### config.mk
export PLATFORM = sky130hd
export DESIGN_NAME = alu_op_sequencer
export DESIGN_NICKNAME = d
export VERILOG_FILES = /design/src/rtl/alu_op_sequencer.sv
export SDC_FILE = /design/constraint.sdc
export NUM_CORES = 1
export LEC_CHECK = 0
export ABC_AREA = 1
export CORE_AREA = 2 2 63 65
export CTS_BUF_LIST = sky130_fd_sc_hd__clkbuf_8
export DETAILED_ROUTE_END_ITERATION = 6
export DIE_AREA = 0 0 65 67
export GPL_ROUTABILITY_DRIVEN = 1
export PLACE_DENSITY = 0.85
export SKIP_CTS_REPAIR_TIMING = 1
export SKIP_LAST_GASP = 1
export SLEW_MARGIN = 20
export SYNTH_ARGS = -nofsm -noshare
export SYNTH_HDL_FRONTEND = slang
export SYNTH_SLANG_ARGS = --single-unit
### constraint.sdc
create_clock -name Clock -period 1.1 [get_ports Clock]
set_input_delay 0.165 -clock Clock [delete_from_list [all_inputs] [get_ports Clock]]
set_output_delay 0.165 -clock Clock [all_outputs]
set_load 0.005 [all_outputs]
### src/rtl/alu_op_sequencer.sv
// Hardwired control sequencer for the single-bus datapath: fetch (T0-T2) followed by
// three-register ALU execution, with two-step HI/LO writeback for multiply/divide.
module alu_op_sequencer #(
    parameter int OPC_W   = 5,
    parameter int REG_W   = 4,
    parameter int CTRL_W  = 5,
    parameter int OPC_MIN = 3,
    parameter int OPC_MAX = 16,
    parameter int MUL_OPC = 15,
    parameter int DIV_OPC = 16
) (
    input  logic                  Clock,
    input  logic                  Clear,
    input  logic                  Run,
    input  logic [31:0]           IR,
    output logic                  Busy,
    output logic                  Done,
    output logic                  Err,
    output logic [3:0]            State,
    output logic                  PC_Out,
    output logic                  PC_In,
    output logic                  MAR_In,
    output logic                  MDR_In,
    output logic                  MDR_Out,
    output logic                  IR_In,
    output logic                  Y_In,
    output logic                  IncPC,
    output logic                  Read,
    output logic                  ZLO_In,
    output logic                  ZHI_In,
    output logic                  ZLO_Out,
    output logic                  ZHI_Out,
    output logic                  LO_In,
    output logic                  HI_In,
    output logic [2**REG_W-1:0]   R_Out,
    output logic [2**REG_W-1:0]   R_In,
    output logic [CTRL_W-1:0]     CONTROL
);

    typedef enum logic [3:0] {
        IDLE = 4'd0,
        T0   = 4'd1,
        T1   = 4'd2,
        T2   = 4'd3,
        T3   = 4'd4,
        T4   = 4'd5,
        T5   = 4'd6,
        T6   = 4'd7,
        DONE = 4'd8
    } state_t;

    localparam int RA_HI = 31 - OPC_W;
    localparam int RB_HI = RA_HI - REG_W;
    localparam int RC_HI = RB_HI - REG_W;

    localparam logic [OPC_W-1:0]  OPC_MIN_L = OPC_W'(OPC_MIN);
    localparam logic [OPC_W-1:0]  OPC_MAX_L = OPC_W'(OPC_MAX);
    localparam logic [OPC_W-1:0]  MUL_L     = OPC_W'(MUL_OPC);
    localparam logic [OPC_W-1:0]  DIV_L     = OPC_W'(DIV_OPC);
    localparam logic [CTRL_W-1:0] CTRL_BIAS = CTRL_W'(OPC_MIN);

    state_t state_q, state_d;
    logic   err_q, err_d;

    logic [OPC_W-1:0] opcode;
    logic [REG_W-1:0] ra, rb, rc;
    logic             legal, muldiv;

    assign opcode = IR[31 -: OPC_W];
    assign ra     = IR[RA_HI -: REG_W];
    assign rb     = IR[RB_HI -: REG_W];
    assign rc     = IR[RC_HI -: REG_W];
    assign legal  = (opcode >= OPC_MIN_L) && (opcode <= OPC_MAX_L);
    assign muldiv = (opcode == MUL_L) || (opcode == DIV_L);

    always_ff @(posedge Clock) begin
        if (!Clear) begin
            state_q <= IDLE;
            err_q   <= 1'b0;
        end else begin
            state_q <= state_d;
            err_q   <= err_d;
        end
    end

    always_comb begin
        state_d = state_q;
        err_d   = err_q;
        case (state_q)
            IDLE: if (Run) state_d = T0;
            T0:   state_d = T1;
            T1:   state_d = T2;
            T2:   state_d = T3;
            T3: begin
                if (legal) begin
                    state_d = T4;
                end else begin
                    state_d = DONE;
                    err_d   = 1'b1;
                end
            end
            T4:   state_d = T5;
            T5:   state_d = muldiv ? T6 : DONE;
            T6:   state_d = DONE;
            DONE: state_d = Run ? T0 : IDLE;
            default: state_d = IDLE;
        endcase
        // Err is sticky across DONE/IDLE and only drops when a new fetch begins.
        if (state_d == T0) err_d = 1'b0;
    end

    always_comb begin
        PC_Out  = 1'b0;
        PC_In   = 1'b0;
        MAR_In  = 1'b0;
        MDR_In  = 1'b0;
        MDR_Out = 1'b0;
        IR_In   = 1'b0;
        Y_In    = 1'b0;
        IncPC   = 1'b0;
        Read    = 1'b0;
        ZLO_In  = 1'b0;
        ZHI_In  = 1'b0;
        ZLO_Out = 1'b0;
        ZHI_Out = 1'b0;
        LO_In   = 1'b0;
        HI_In   = 1'b0;
        R_Out   = '0;
        R_In    = '0;
        CONTROL = '0;
        Err     = err_q;
        State   = state_q;
        Busy    = (state_q != IDLE);
        Done    = (state_q == DONE);
        case (state_q)
            T0: begin
                PC_Out = 1'b1;
                MAR_In = 1'b1;
                IncPC  = 1'b1;
                ZLO_In = 1'b1;
            end
            T1: begin
                ZLO_Out = 1'b1;
                PC_In   = 1'b1;
                Read    = 1'b1;
                MDR_In  = 1'b1;
            end
            T2: begin
                MDR_Out = 1'b1;
                IR_In   = 1'b1;
            end
            // An illegal opcode raises Err here already, before the sticky flop catches it.
            T3: begin
                if (legal) begin
                    R_Out[rb] = 1'b1;
                    Y_In      = 1'b1;
                end else begin
                    Err = 1'b1;
                end
            end
            T4: begin
                R_Out[rc] = 1'b1;
                CONTROL   = CTRL_W'(opcode) - CTRL_BIAS;
                ZLO_In    = 1'b1;
                ZHI_In    = muldiv;
            end
            T5: begin
                ZLO_Out = 1'b1;
                if (muldiv) LO_In = 1'b1;
                else        R_In[ra] = 1'b1;
            end
            T6: begin
                ZHI_Out = 1'b1;
                HI_In   = 1'b1;
            end
            default: ;
        endcase
    end

endmodule

# == Word-level counts from Yosys, hierarchy flattened ==
# Index checks and enable logic that the tools add are counted.
# word_totals
regBits,5
input_bits,35
output_inout_bits,59
elab_cells,62
# op_classes
add_sub_neg,1
magnitude_cmp,8
n_eq_ne,11
muxes,29
bitwise,1
reduce_logical,10
# ops
operator,n
$mux 16,3
$pmux 4 s9,1
$pmux 16 s2,1
$mux 1,17
$eq 4x3->1 const B,4
$lt 4x5->1 const B,3
$demux 1 s4,3
$ge 4x1->1 const B,3
$mux 4,3
$eq 4x1->1 const B,2
$eq 4x2->1 const B,2
$reduce_or 2->1,3
$eq 5x4->1 const B,1
$eq 5x5->1 const B,1
$ge 5x2->1 const B,1
$le 5x5->1 const B,1
$mux 5,1
$sub 5x2->5 const B,1
$eq 4x4->1 const B,1
$logic_and 1x1->1,4
$logic_not 4->1,1
$reduce_bool 4->1,1
$logic_or 1x1->1,1
$not 1->1,1

# == Logic depth before layout (Yosys ltp) ==
# logic_depth
word_depth,6
depth_mapped,10
ltp_nobuf,10

# == Worst setup path after synthesis ==
# OpenSTA, ideal clock, no wires.
# synth_path
path_kind,reg-to-output
start,"register state_q[2], in the netlist State[2]"
end,output R_In[0]
t_arrival_ps,1049
required_time_ps,935
path_slack_ps,-114
path_stages_with_launch,7
path_buffers,0
path_cell_list,dfxtp_1 > nand2_2 > nor2_2 > nand3_2 > inv_2 > nand2_1 > nor2_1
# synth_between
elab_chain_cells,2
# synth_rtl
item,line,rtl
"start, declared",62,"state_t state_q, state_d;"
"start signal, assigned",81,state_q <= state_d;
$eq 4x3->1,135,case (state_q)
$mux 16,135,
"end, declared",36,"output logic [2**REG_W-1:0] R_In,"
# No other way between the ends.

# == Worst setup path in the final report ==
# layout_path
start,"register state_q[1], in the netlist State[1]"
end,output R_Out[1]
# layout_between
elab_chain_cells,2
elab_cells_between_ends,3
classes_between,2 x eq/ne; 1 x mux
# layout_rtl
item,line,rtl
$eq 4x3->1,135,
$pmux 16 s2 *,135,
"end, declared",35,"output logic [2**REG_W-1:0] R_Out,"
# Mark *: on every way between the ends. The rest lies on a longest branch, timed or not.

==> out/qor.txt <==
IO buf count -> 78
CTS tree -> done
Post-synth EDFFs -> 0
Final WS setup -> -0.6677 ns
Largest family of logic cells by synthesized area -> simple AND/OR/NAND/NOR gates
GRT met2 Usage -> 36.34%
Clk_lat worst skew -> 0.23 ns
Area Growth Syn to Fin -> 156.6%
Mux contribution to synthesized area -> 0%
DP HPWL -> 3192 µm
Critical path class -> register to primary output
Initial core utilization -> 27.72%
Area leader, netlist -> nand2_1
Final WL -> 5238 µm
Die Height -> 67 µm
Failing checks -> negative setup slack
Fin. max-slew vios -> 0
Status -> finished, violations left
Layout cell share with drive strength beyond 1 -> 63.80%
I/O Pins -> 94
Remaining DRCs -> 0
Largest net degree at the start of global routing -> 15
Worst-path fanout max -> 6
Fill count -> 261
Synthesized-area fraction occupied by xor and xnor cells -> 0%
Register area share after synthesis -> 10.01%
Setup TNS -> -26.08 ns
Leak -> 1.483 nW
Grt met1 use -> 17.77%
DRT Pass-1 Iters -> 4
Vias in the first global route -> 1518
Worst slew margin -> 71.77%
Overall die area -> 4355 µm²
Synth Net Count -> 238
Global route hottest layer -> met2
Row count -> 22
Clock transition at the registers of the reported paths -> 0.04 ns
DR iter-0 viols -> 64
Post-synth ARST share -> 0%
CTS root buf -> clkbuf_8
Reg area -> 110.1 µm²
Core ar. -> 3606 µm²
DR WL/cell -> 13.61 µm
P per Cell Area -> 485.0 nW/µm²
Routed vias/inst -> 4.805
Fin area -> 2565 µm²
H-tree depth -> 1
RSZ-0062 raised after global routing -> yes
Worst Hold Class -> register to register
DP Cell Count -> 354
Worst EP arrival -> 1.60 ns
GR Util met3 -> 2.872%
Antenna Violating Nets Remaining -> 0
Multi-input gate area -> 1086 µm²
Fmax -> 565.7 MHz
Least-Margin Pin Slew -> 0.4202 ns
Synth Area in Adders -> 2.503%
Ys Warns -> 0
Clock sinks -> 5
Finished Layout Cells -> 385
Fin util -> 71.13%
Placer Congestion -> 0.8651
Post-Synth Simple-Gate Area -> 54.69%
Maxcap violations -> 0
First-pass GRT wire length -> 6203 µm
Clock buffers created by TritonCTS -> 3
Vias -> 1850
Die width -> 65 µm
Cells after synthesis -> 201
Tcrit/Tclk final -> 160.7%
Synth top area share -> 21.03%
Synth unique cells -> 17
Area contributors post-synth -> nand2_1, inv_1, nor2_1
Peak supply drop -> 0.0002893 V
Final Setup Violations -> 62
Critical path launch point type -> register
Worst Setup End Kind -> primary output
Synth Area per Inst -> 4.974 µm²
Dpl ws -> -1.250 ns
CTS max path bufs -> 2
Final hold vios -> 0
Initial antenna violation count -> 0
Final min period -> 1.768 ns
Diodes inserted -> 0
Top cells by count, synth -> nand2_1, inv_1, nor2_1, nand3_1, o22ai_1
Global-route usage over all layers -> 17.67%
Worst hold slack -> 0.5163 ns
Final net count -> 375
Cell area after synthesis -> 999.7 µm²
Placed cell areas -> 2160 µm²
CP Data Required Time -> 0.94 ns
Compound-Gate Fraction of Synth Area -> 11.76%
Post-synth top flop -> dfxtp_1
Grt total ovfl -> 0
Flops & latches, synth -> 5
Pwr Total -> 1.244 mW
Fin Clk Skew -> 0.0005112 ns
Most frequent cell after synthesis -> nand2_1
-- layer usage --
layer	wire length [µm]	vias to the layer above
met3	368	11
met4	87	0
met2	2938	78
met5	0	-
met1	1845	880
li1	-	881
-- placed cells by master, fill, tap and decap left out, types with 14 or more instances in the layout --
cell and n:
buf_2 26, buf_4 49, clkbuf_2 24, clkdlybuf4s50_1 17, inv_1 27, nand2_1 40
nor2_1 17, nor2_2 15, nor2_4 14
-- cells by family (layout without fill, tap and decap cells) --
family	Yosys count	in the layout
AND/OR/NAND/NOR	124	124
adder cells (fa/ha/maj)	2	2
AO/OA/AOI/OAI	21	21
buffers and inverters	49	185
flip-flops	5	5
-- area by class of cell --
cell class	instances	share of cell area, %
clock buffers	3	1.610
inverters	42	6.878
clock inverters	1	0.1463
repair buffers	139	42.39
multi-input cells	147	42.34
well taps	48	2.341
flip-flops and latches	5	4.293
-- path summary, 6_finish.rpt --
check	startpoint	end	slack [ns]	cells after the start
max reg2reg	State[3]	State[2]	-0.36	11
max	State[1]	R_Out[1]	-0.67	9
min reg2reg	err_q	err_q	0.52	2
min	err_q	err_q	0.52	2
-- report_power, final --
part / total, mW / internal [mW] / switching, mW / leakage [nW]
Combinational: 0.676 / 0.325 / 0.351 / 1.41
Clock: 0.348 / 0.241 / 0.108 / 0.0269
Sequential: 0.220 / 0.197 / 0.0230 / 0.0430
Total: 1.24 / 0.762 / 0.481 / 1.48
-- worst max-delay path: stages (launching register included) --
cell     delay (ns)
dfxtp_4        0.36
nor2_4         0.11
inv_2          0.06
nor2_4         0.12
buf_4          0.14
nand2_4        0.06
buf_12         0.14
buf_4          0.14
o21ai_2        0.11
buf_2          0.13
-- registers in the layout, indices dropped and copies added (netlist names) --
register	cells
err_q	1
State	4
No activity file was read; power rests on OpenSTA's default activity.
